`config.mk`:
```
export PLATFORM = sky130hd
export DESIGN_NAME = alu_seq_flat
export DESIGN_NICKNAME = d
export VERILOG_FILES = /design/src/rtl/alu_seq_if.sv /design/src/rtl/alu_seq.sv /design/src/flat_wrapper.sv
export SDC_FILE = /design/constraint.sdc
export NUM_CORES = 1
export LEC_CHECK = 0
export ABC_AREA = 1
export BUFFER_PORTS_ARGS = -buffer_cell sky130_fd_sc_hd__buf_2
export CORE_AREA = 2 2 121 123
export DETAILED_ROUTE_END_ITERATION = 8
export DIE_AREA = 0 0 123 125
export GPL_ROUTABILITY_DRIVEN = 1
export SLEW_MARGIN = 15
export SYNTH_ARGS = -nofsm -noshare
export SYNTH_HDL_FRONTEND = slang
export SYNTH_SLANG_ARGS = --single-unit
```
`constraint.sdc`:
```
create_clock -name CLK -period 2.3 [get_ports CLK]
set_input_delay 0.345 -clock CLK [delete_from_list [all_inputs] [get_ports CLK]]
set_output_delay 0.345 -clock CLK [all_outputs]
set_load 0.01 [all_outputs]
```
`src/rtl/alu_seq_if.sv`:
```
// Request/response bundle between the register-file side and alu_seq.
// The requester drives the operands and START; the ALU returns the result,
// flags and handshake status.
interface alu_seq_if #(
    parameter int WIDTH = 8
);
    logic             start;
    logic [WIDTH-1:0] a;
    logic [WIDTH-1:0] b;
    logic [3:0]       sel;
    logic [WIDTH-1:0] out;
    logic [WIDTH-1:0] out_hi;
    logic [3:0]       flags;
    logic             busy;
    logic             done;
    logic             err;

    modport master (
        output start, a, b, sel,
        input  out, out_hi, flags, busy, done, err
    );

    modport slave (
        input  start, a, b, sel,
        output out, out_hi, flags, busy, done, err
    );
endinterface

```
`src/rtl/alu_seq.sv`:
```
// Registered WIDTH-bit ALU with a START/BUSY/DONE handshake.
// Single-cycle ops register their result on the accepting edge; MUL runs an
// iterative shift-add over WIDTH cycles followed by one FIN cycle that
// publishes the 2*WIDTH-bit product. FLAGS = {N, V, C, Z}.
module alu_seq #(
    parameter int WIDTH = 8,
    parameter int CNT_W = $clog2(WIDTH + 1)
) (
    input logic      CLK,
    input logic      RST_N,
    alu_seq_if.slave bus
);
    typedef enum logic [1:0] {
        ST_IDLE = 2'd0,
        ST_MUL  = 2'd1,
        ST_FIN  = 2'd2
    } state_t;

    localparam logic [3:0] OP_ADD  = 4'd0;
    localparam logic [3:0] OP_SUB  = 4'd1;
    localparam logic [3:0] OP_AND  = 4'd2;
    localparam logic [3:0] OP_OR   = 4'd3;
    localparam logic [3:0] OP_XOR  = 4'd4;
    localparam logic [3:0] OP_NOT  = 4'd5;
    localparam logic [3:0] OP_SHL  = 4'd6;
    localparam logic [3:0] OP_SHR  = 4'd7;
    localparam logic [3:0] OP_INC  = 4'd8;
    localparam logic [3:0] OP_DEC  = 4'd9;
    localparam logic [3:0] OP_MUL  = 4'd10;
    localparam logic [3:0] OP_CMP  = 4'd11;
    localparam logic [3:0] OP_PASS = 4'd12;

    localparam logic [WIDTH-1:0] ONE       = WIDTH'(1);
    localparam logic [CNT_W-1:0] LAST_ITER = CNT_W'(WIDTH - 1);

    state_t             state_r, state_s;
    logic [WIDTH-1:0]   mcand_r, mcand_s;
    logic [WIDTH-1:0]   mplier_r, mplier_s;
    logic [2*WIDTH-1:0] acc_r, acc_s;
    logic [CNT_W-1:0]   cnt_r, cnt_s;
    logic [WIDTH-1:0]   out_r, out_s;
    logic [WIDTH-1:0]   out_hi_r, out_hi_s;
    logic [3:0]         flags_r, flags_s;
    logic               busy_r, busy_s;
    logic               done_r, done_s;
    logic               err_r, err_s;

    logic [WIDTH:0]     add_s, sub_s, inc_s, dec_s, mul_sum_s;
    logic [WIDTH-1:0]   alu_res_s;
    logic [3:0]         alu_flags_s;
    logic               alu_err_s, alu_keep_out_s;
    logic               take_single_s, take_mul_s;

    // Pack {N, V, C, Z} for a WIDTH-bit result.
    function automatic logic [3:0] make_flags(input logic [WIDTH-1:0] res,
                                              input logic v, input logic c);
        return {res[WIDTH-1], v, c, (res == {WIDTH{1'b0}})};
    endfunction

    // Signed overflow of x + y: operands agree in sign, result does not.
    function automatic logic add_ovf(input logic [WIDTH-1:0] x, input logic [WIDTH-1:0] y,
                                     input logic [WIDTH-1:0] r);
        return (x[WIDTH-1] == y[WIDTH-1]) && (r[WIDTH-1] != x[WIDTH-1]);
    endfunction

    // Signed overflow of x - y: operands differ in sign, result sign differs from x.
    function automatic logic sub_ovf(input logic [WIDTH-1:0] x, input logic [WIDTH-1:0] y,
                                     input logic [WIDTH-1:0] r);
        return (x[WIDTH-1] != y[WIDTH-1]) && (r[WIDTH-1] != x[WIDTH-1]);
    endfunction

    // Single-cycle result and flags for the opcode currently presented.
    always_comb begin
        add_s          = {1'b0, bus.a} + {1'b0, bus.b};
        sub_s          = {1'b0, bus.a} - {1'b0, bus.b};
        inc_s          = {1'b0, bus.a} + {1'b0, ONE};
        dec_s          = {1'b0, bus.a} - {1'b0, ONE};
        alu_res_s      = {WIDTH{1'b0}};
        alu_flags_s    = 4'b0000;
        alu_err_s      = 1'b0;
        alu_keep_out_s = 1'b0;
        case (bus.sel)
            OP_ADD: begin
                alu_res_s   = add_s[WIDTH-1:0];
                alu_flags_s = make_flags(alu_res_s, add_ovf(bus.a, bus.b, alu_res_s), add_s[WIDTH]);
            end
            OP_SUB: begin
                alu_res_s   = sub_s[WIDTH-1:0];
                alu_flags_s = make_flags(alu_res_s, sub_ovf(bus.a, bus.b, alu_res_s), sub_s[WIDTH]);
            end
            OP_AND: begin
                alu_res_s   = bus.a & bus.b;
                alu_flags_s = make_flags(alu_res_s, 1'b0, 1'b0);
            end
            OP_OR: begin
                alu_res_s   = bus.a | bus.b;
                alu_flags_s = make_flags(alu_res_s, 1'b0, 1'b0);
            end
            OP_XOR: begin
                alu_res_s   = bus.a ^ bus.b;
                alu_flags_s = make_flags(alu_res_s, 1'b0, 1'b0);
            end
            OP_NOT: begin
                alu_res_s   = ~bus.a;
                alu_flags_s = make_flags(alu_res_s, 1'b0, 1'b0);
            end
            OP_SHL: begin
                alu_res_s   = {bus.a[WIDTH-2:0], 1'b0};
                alu_flags_s = make_flags(alu_res_s, 1'b0, bus.a[WIDTH-1]);
            end
            OP_SHR: begin
                alu_res_s   = {1'b0, bus.a[WIDTH-1:1]};
                alu_flags_s = make_flags(alu_res_s, 1'b0, bus.a[0]);
            end
            OP_INC: begin
                alu_res_s   = inc_s[WIDTH-1:0];
                alu_flags_s = make_flags(alu_res_s, add_ovf(bus.a, ONE, alu_res_s), inc_s[WIDTH]);
            end
            OP_DEC: begin
                alu_res_s   = dec_s[WIDTH-1:0];
                alu_flags_s = make_flags(alu_res_s, sub_ovf(bus.a, ONE, alu_res_s), dec_s[WIDTH]);
            end
            OP_MUL: begin
                alu_res_s = {WIDTH{1'b0}};
            end
            OP_CMP: begin
                // Flags come from the difference, but OUT is left untouched.
                alu_res_s      = sub_s[WIDTH-1:0];
                alu_flags_s    = make_flags(alu_res_s, sub_ovf(bus.a, bus.b, alu_res_s), sub_s[WIDTH]);
                alu_keep_out_s = 1'b1;
            end
            OP_PASS: begin
                alu_res_s   = bus.b;
                alu_flags_s = make_flags(alu_res_s, 1'b0, 1'b0);
            end
            default: begin
                alu_err_s = 1'b1;
            end
        endcase
    end

    // Next-state and next-register values for the handshake FSM and multiplier.
    always_comb begin
        state_s  = state_r;
        mcand_s  = mcand_r;
        mplier_s = mplier_r;
        acc_s    = acc_r;
        cnt_s    = cnt_r;
        out_s    = out_r;
        out_hi_s = out_hi_r;
        flags_s  = flags_r;
        busy_s   = busy_r;
        done_s   = 1'b0;
        err_s    = 1'b0;

        mul_sum_s = {1'b0, acc_r[2*WIDTH-1:WIDTH]}
                  + (mplier_r[0] ? {1'b0, mcand_r} : {(WIDTH + 1){1'b0}});

        // A new multiply may also start in FIN, on the edge that publishes the
        // previous product. A single-cycle op there would collide with that
        // publication, so only IDLE accepts single-cycle ops.
        take_single_s = (state_r == ST_IDLE) && bus.start && (bus.sel != OP_MUL);
        take_mul_s    = ((state_r == ST_IDLE) || (state_r == ST_FIN)) && bus.start
                        && (bus.sel == OP_MUL);

        case (state_r)
            ST_IDLE: begin
                if (take_single_s) begin
                    if (alu_keep_out_s) begin
                        out_s = out_r;
                    end else begin
                        out_s = alu_res_s;
                    end
                    out_hi_s = {WIDTH{1'b0}};
                    flags_s  = alu_flags_s;
                    err_s    = alu_err_s;
                    done_s   = 1'b1;
                    state_s  = ST_IDLE;
                end else if (take_mul_s) begin
                    mcand_s  = bus.a;
                    mplier_s = bus.b;
                    acc_s    = {(2*WIDTH){1'b0}};
                    cnt_s    = {CNT_W{1'b0}};
                    busy_s   = 1'b1;
                    state_s  = ST_MUL;
                end else begin
                    state_s = ST_IDLE;
                end
            end
            ST_MUL: begin
                // Add into the upper half (carry kept in the shifted-in bit), then shift right.
                acc_s    = {mul_sum_s, acc_r[WIDTH-1:1]};
                mplier_s = {1'b0, mplier_r[WIDTH-1:1]};
                cnt_s    = cnt_r + CNT_W'(1);
                if (cnt_r == LAST_ITER) begin
                    state_s = ST_FIN;
                end else begin
                    state_s = ST_MUL;
                end
            end
            ST_FIN: begin
                out_s    = acc_r[WIDTH-1:0];
                out_hi_s = acc_r[2*WIDTH-1:WIDTH];
                flags_s  = {acc_r[2*WIDTH-1], 1'b0, 1'b0, (acc_r == {(2*WIDTH){1'b0}})};
                done_s   = 1'b1;
                if (take_mul_s) begin
                    mcand_s  = bus.a;
                    mplier_s = bus.b;
                    acc_s    = {(2*WIDTH){1'b0}};
                    cnt_s    = {CNT_W{1'b0}};
                    busy_s   = 1'b1;
                    state_s  = ST_MUL;
                end else begin
                    busy_s  = 1'b0;
                    state_s = ST_IDLE;
                end
            end
            default: begin
                busy_s  = 1'b0;
                state_s = ST_IDLE;
            end
        endcase
    end

    // FSM state register.
    always_ff @(posedge CLK) begin
        if (!RST_N) begin
            state_r <= ST_IDLE;
        end else begin
            state_r <= state_s;
        end
    end

    // Datapath and output registers; reset aborts any multiply in flight.
    always_ff @(posedge CLK) begin
        if (!RST_N) begin
            mcand_r  <= {WIDTH{1'b0}};
            mplier_r <= {WIDTH{1'b0}};
            acc_r    <= {(2*WIDTH){1'b0}};
            cnt_r    <= {CNT_W{1'b0}};
            out_r    <= {WIDTH{1'b0}};
            out_hi_r <= {WIDTH{1'b0}};
            flags_r  <= 4'b0000;
            busy_r   <= 1'b0;
            done_r   <= 1'b0;
            err_r    <= 1'b0;
        end else begin
            mcand_r  <= mcand_s;
            mplier_r <= mplier_s;
            acc_r    <= acc_s;
            cnt_r    <= cnt_s;
            out_r    <= out_s;
            out_hi_r <= out_hi_s;
            flags_r  <= flags_s;
            busy_r   <= busy_s;
            done_r   <= done_s;
            err_r    <= err_s;
        end
    end

    assign bus.out    = out_r;
    assign bus.out_hi = out_hi_r;
    assign bus.flags  = flags_r;
    assign bus.busy   = busy_r;
    assign bus.done   = done_r;
    assign bus.err    = err_r;
endmodule

```
`src/flat_wrapper.sv`:
```
// flat-port wrapper written by rule: the top's interface ports become plain ports
module alu_seq_flat 
#(
    parameter int WIDTH = 8,
    parameter int CNT_W = $clog2(WIDTH + 1)
)
  (CLK, RST_N, bus_start, bus_a, bus_b, bus_sel, bus_out, bus_out_hi, bus_flags, bus_busy, bus_done, bus_err);
  alu_seq_if #(.WIDTH(WIDTH)) bus_i ();
  input logic CLK;
  input logic RST_N;
  input wire logic [$bits(bus_i.start)-1:0] bus_start;
  input wire logic [$bits(bus_i.a)-1:0] bus_a;
  input wire logic [$bits(bus_i.b)-1:0] bus_b;
  input wire logic [$bits(bus_i.sel)-1:0] bus_sel;
  output wire logic [$bits(bus_i.out)-1:0] bus_out;
  output wire logic [$bits(bus_i.out_hi)-1:0] bus_out_hi;
  output wire logic [$bits(bus_i.flags)-1:0] bus_flags;
  output wire logic [$bits(bus_i.busy)-1:0] bus_busy;
  output wire logic [$bits(bus_i.done)-1:0] bus_done;
  output wire logic [$bits(bus_i.err)-1:0] bus_err;
  assign bus_i.start = bus_start;
  assign bus_i.a = bus_a;
  assign bus_i.b = bus_b;
  assign bus_i.sel = bus_sel;
  assign bus_out = bus_i.out;
  assign bus_out_hi = bus_i.out_hi;
  assign bus_flags = bus_i.flags;
  assign bus_busy = bus_i.busy;
  assign bus_done = bus_i.done;
  assign bus_err = bus_i.err;
  alu_seq #(.WIDTH(WIDTH), .CNT_W(CNT_W)) u_core (.CLK(CLK), .RST_N(RST_N), .bus(bus_i));
endmodule
```
# [Word level (Yosys, flattened, before mapping)]
# Index checks and enable logic that the tools add are counted.
[op_classes] add_sub_neg=6 bitwise_logic=6 reduce_logical=33 eq_ne=26 n_mux=34
[op_table] cell="$pmux W8 S11" count=1
[op_table] cell="$logic_not A8 Y1" count=9
[op_table] cell="$mux W8" count=8
[op_table] cell="$pmux W16 S3" count=1
[op_table] cell="$pmux W8 S2" count=3
[op_table] cell="$pmux W4 S11" count=1
[op_table] cell="$mux W16" count=2
[op_table] cell="$pmux W8 S3" count=1
[op_table] cell="$eq A4 B3 Y1 const B" count=5
[op_table] cell="$eq A4 B4 Y1 const B" count=5
[op_table] cell="$logic_not A16 Y1" count=1
[op_table] cell="$logic_not A7 Y1" count=2
[op_table] cell="$reduce_or A13 Y1" count=1
[op_table] cell="$mux W4" count=3
[op_table] cell="$pmux W4 S3" count=1
[op_table] cell="$add A8 B1 Y9 const B" count=1
[op_table] cell="$add A8 B8 Y9" count=1
[op_table] cell="$add A8 B9 Y9" count=1
[op_table] cell="$reduce_and A3 Y1" count=3
[op_table] cell="$sub A8 B1 Y9 const B" count=1
[op_table] cell="$sub A8 B8 Y9" count=1
[op_table] cell="$and A8 B8 Y8" count=1
[op_table] cell="$eq A4 B2 Y1 const B" count=2
[op_table] cell="$logic_and A1 B1 Y1" count=8
[op_table] cell="26 further kinds" count=42
[word_totals] reg_bits=61 elab_cells=116 out_inout_bits=23

# [Depth between registers and ports, before layout]
[depth] depth_word=7 depth_mapped=15 depth_no_buf=15

# [Worst setup path before layout]
# No wires, ideal clock.
[synth_path] path_kind="reg-to-reg" startpoint="register u_core.mplier_r[0]" endpoint="register u_core.acc_r[15]" path_buffers=1 path_stages_with_launch=16 t_arrival_ns=1.876 path_slack_ns=0.311 required_ns=2.187 period_less_slack_ns=1.989 setup_ns=0.113 cell_sequence="dfxtp_1 -> clkbuf_1 -> nand2_1 -> inv_1 -> ha_1 -> fa_1 -> nand3_1 -> nand3_1 -> nand2_1 -> nand2_1 -> a21oi_1 -> nor2_1 -> o21ai_0 -> nand2_1 -> nand2_1 -> nand2_1"
[synth_via] elab_chain_len=3
[synth_rtl] element="start, declared" line_no="alu_seq.sv:38" rtl="logic [WIDTH-1:0] mplier_r, mplier_s;"
[synth_rtl] element="start signal, assigned" line_no="alu_seq.sv:238" rtl="mplier_r <= {WIDTH{1'b0}};"
[synth_rtl] element="start signal, assigned" line_no="alu_seq.sv:249" rtl="mplier_r <= mplier_s;"
[synth_rtl] element="$mux W8" line_no="alu_seq.sv:157" rtl="+ (mplier_r[0] ? {1'b0, mcand_r} : {(WIDTH + 1){1'b0}});"
[synth_rtl] element="$add A8 B9 Y9" line_no="alu_seq.sv:157"
[synth_rtl] element="$pmux W16 S3" line_no="alu_seq.sv:166" rtl="case (state_r)"
[synth_rtl] element="end signal, assigned" line_no="alu_seq.sv:239" rtl="acc_r <= {(2*WIDTH){1'b0}};"
[synth_rtl] element="end signal, assigned" line_no="alu_seq.sv:250" rtl="acc_r <= acc_s;"
[synth_rtl] element="end, declared" line_no="alu_seq.sv:39" rtl="logic [2*WIDTH-1:0] acc_r, acc_s;"
# No other way between the ends.
# A chain may end at the register's enable or synchronous reset.

# [Final worst setup path]
# Same ends and word-level chain as after synthesis.

==> flow_summary_export.csv <==
group,metric,value,unit
critical_path,critPathMaxFanout,9,
clock_network,root_buffer,"sky130_fd_sc_hd__clkbuf_16",
critical_path,reg2reg_depth,14,
power_and_ir_drop,p_int,2.19,mW
power_and_ir_drop,p_leak,2.86,nW
synth,syn_inst,772,
floorplan,die_area,15400,um^2
place,numPortBuffers,45,
synth,async_reset_ff_frac,0,
flow_run,max_cap_violations,0,
global_routing,grt_antenna_before_repair,0,
route,avgRoutedWirePerCell,15.7,um
final_layout,antennaDiodeCount,0,
floorplan,io_pins,46,
route,detailroute.via_count,5430,
global_routing,grt-ovfl-total,0,
hold_path,hold-path-cell-count,3,
power_and_ir_drop,combinationalPowerShare,0.215,
final_layout,final_layout_size_suffix_gt1_frac,0.156,
hold_path,min_from,"bus_b[7]",
route,detailedRoute.firstIterationViolations,553,
floorplan,fp.dieH,125,um
synth,post_synth_main_area_contributors,"sky130_fd_sc_hd__dfxtp_1, sky130_fd_sc_hd__nand2_1, sky130_fd_sc_hd__ha_1",
timing,final_hold_violation_count,0,
timing,finalWorstSetupSlack,202,ps
clock_network,tritoncts,"done",
global_routing,grt.total_usage,0.216,
clock_network,post_cts.resized_instances,0,
power_and_ir_drop,peak_supply_drop,0.000303,V
power_and_ir_drop,power_density,530,nW/um^2
synth,yosys.area.top_type,"sky130_fd_sc_hd__dfxtp_1",
synth,netlist-cell-type-count,40,
synth,synth_seq_area_share,0.255,
synth,post-synth-top-area-fraction,0.255,
timing,drv_slew,0,
synth,syn_nets,839,
route,viasPerCell,5.19,
global_routing,largest_net_degree_at_the_start_of_global_routing,32,
synth,post_synthesis_instance_area,4790,um^2
power_and_ir_drop,power.clock.fraction,0.432,
critical_path,worst_path_cell_chain,"nand2_1 > inv_1 > ha_1 > fa_1 > nand3_1 > nand3_1 > nand2_1 > nand2_1 > a21oi_1 > nor2_1 > o21ai_0 > nand2_1 > nand2_1 > nand2_1",
critical_path,crit_path_top_delay_cell,"sky130_fd_sc_hd__fa_1",
synth,synth-edff-count,0,
clock_network,post-cts-setup-buffers,0,
power_and_ir_drop,switching_power,0.895,mW
critical_path,worst_r2r_endpoint,"u_core.acc_r[15]",
synth,synth.yosys.warnings,0,
synth,yosysMostFrequentCell,"sky130_fd_sc_hd__nand2_1",
clock_network,cts_buffers,9,
run_status,run_status,"complete, no violations",
final_layout,area_growth_syn_to_layout,21.4,%
floorplan,initial_cell_density_of_the_core,0.337,
timing,finalClockSkew,3.42,ps
floorplan,die-width,123,um
hold_path,hold_class,"input pin to flip-flop",
clock_network,clock_latency_of_the_later_clocked_register_in_the_worst_skew_pair,320,ps
clock_network,cts_buffer_depth,2,
timing,worst_slew_margin_rel,0.690,
timing,rsz0062_at_grt,"false",
place,dpl.hpwl,13300,um
timing,clock.fmax,477,MHz
final_layout,finish.utilization,0.410,
timing,min_period_over_period,0.912,
critical_path,arrival,2320,ps
critical_path,critical_path.startpoint,"u_core.mplier_r[0]",
clock_network,post_cts_hold_buffer_count,0,
critical_path,worst-setup-path-type,"flip-flop to flip-flop",
clock_network,clkTransAtPathRegs,50,ps
global_routing,vias_in_the_first_global_route,4900,
power_and_ir_drop,p_sw_frac,0.290,
critical_path,crit_family,"simple AND/OR/NAND/NOR gates",
global_routing,grt_pass1_wl,26000,um
timing,fin_crit,2100,ps
route,postRouteWirelength,16500,um
critical_path,timing.critical_path.buf_inv,1,
clock_network,htree_num_levels,3,
route,drc_violations_left,0,
place,place_ws,0.607,ps
critical_path,rr_startpoint,"u_core.mplier_r[0]",
timing,tns,0,ps
synth,synth.avg_cell_area,6.21,um^2
synth,synth_ff_type,"sky130_fd_sc_hd__dfxtp_1",
route,drt_first_pass_iters,5,
hold_path,worst_hold_path.endpoint,"u_core.mplier_r[7]",
timing,timing_worst_slew_pin_value,463,ps
critical_path,critPathMaxStageDelay,410,ps
critical_path,crit_path_frequent_cell,"sky130_fd_sc_hd__nand2_1",
critical_path,worst_setup_path_end_kind,"flip-flop",
clock_network,clkSinkCount,61,
floorplan,num_rows,44,
critical_path,setup.reg_to_reg.worst_slack,200,ps
critical_path,critical_path_required,2520,ps
route,ant_nets,0,
critical_path,worst_setup_path_start_kind,"flip-flop",
timing,number_of_setup_violations_in_the_final_report,0,
power_and_ir_drop,sequentialPowerShare,0.353,
synth,post_synth_most_frequent_cells,"sky130_fd_sc_hd__nand2_1, sky130_fd_sc_hd__nor2_1, sky130_fd_sc_hd__inv_1, sky130_fd_sc_hd__dfxtp_1, sky130_fd_sc_hd__a21oi_1",
place,globalplace.congestion,1.00,
floorplan,core_ar,14200,um^2
synth,synth_seq_cells,61,
final_layout,fillers,1498,
final_layout,num-nets-final,926,
layout make-up:
type | count | area, um^2 | share of cell area
Tap cell | 184 | 230 | 0.0396
Inverter | 95 | 357 | 0.0613
Multi-Input combinational cell | 601 | 3140 | 0.539
Clock buffer | 11 | 253 | 0.0434
Clock inverter | 4 | 47.5 | 0.00817
Sequential cell | 61 | 1220 | 0.210
Timing Repair Buffer | 91 | 571 | 0.0980
layer usage:
layer | wire, um | vias to the layer above | track usage | share of wire
met5 | 0 | - | 0 | 0
met4 | 601 | 0 | 0.0929 | 0.036
met3 | 1240 | 44 | 0.0461 | 0.075
met2 | 6860 | 241 | 0.308 | 0.42
met1 | 7780 | 2430 | 0.310 | 0.47
li1 | - | 2715 | - | -
through the flow:
stage	hold slack (ps)	instances	power, mW	instance area (um^2)
6_report	337	1047	3.09	5820
2_1_floorplan	440	772	1.49	4790
4_1_cts	327	1047	3.09	5820
3_3_place_gp	449	1032	1.76	5520
3_5_place_dp	450	1032	1.76	5520
5_1_grt	342	1047	3.24	5820
worst max path at each step:
stage / to / depth (start not counted)
2_1_floorplan: u_core.acc_r[15] / 15
3_3_place_gp: u_core.bus.flags[0] / 14
3_5_place_dp: u_core.bus.flags[1] / 12
4_1_cts: u_core.acc_r[15] / 14
5_1_grt: u_core.acc_r[15] / 14
6_report: u_core.acc_r[15] / 14
layout by cell type, fill, tap and decap left out, drive strengths merged, types with 18 or more instances in the layout:
cell type / netlist / final
o21ai: 40 / 40
dfxtp: 61 / 61
nand3: 48 / 48
nand2: 242 / 242
nor2: 94 / 94
buf: 8 / 91
o22ai: 18 / 18
ha: 41 / 41
a21oi: 49 / 49
inv: 93 / 93
power by group through the flow:
stage	registers [mW]	logic (mW)	clock network (mW)
after floorplan	1.11	0.373	0
after global placement	1.11	0.651	0
after detailed placement	1.11	0.644	0
after CTS	1.09	0.647	1.36
after global routing	1.09	0.731	1.42
final	1.09	0.664	1.33
cell families (layout without fill, tap and decap cells):
logic type               Yosys count  in the layout  synth area share
flip-flops                        61             61             0.255
buffers and inverters            110            201            0.0903
adder cells (fa/ha/maj)           44             44             0.120
AND/OR/NAND/NOR                  415            415             0.364
AO/OA/AOI/OAI                    139            139             0.166
XOR/XNOR                           3              3           0.00548
sequential cells by signal, indices dropped and copies added (netlist names):
signal and count:
u_core.acc_r 16, u_core.bus.busy 1, u_core.bus.done 1, u_core.bus.err 1
u_core.bus.flags 4, u_core.bus.out 8, u_core.bus.out_hi 8, u_core.cnt_r 4
u_core.mcand_r 8, u_core.mplier_r 8, u_core.state_r 2
worst register-to-register path: cells and delay by family, from the launching register on:
kind,cells,cell delay [ps]
AOI/OAI and AO/OA,2,330
adders and majority gates,2,620
and+or+nand+nor,9,650
DFF,1,360
buffers and inverters,1,50
(Power assumes the default switching activity.)
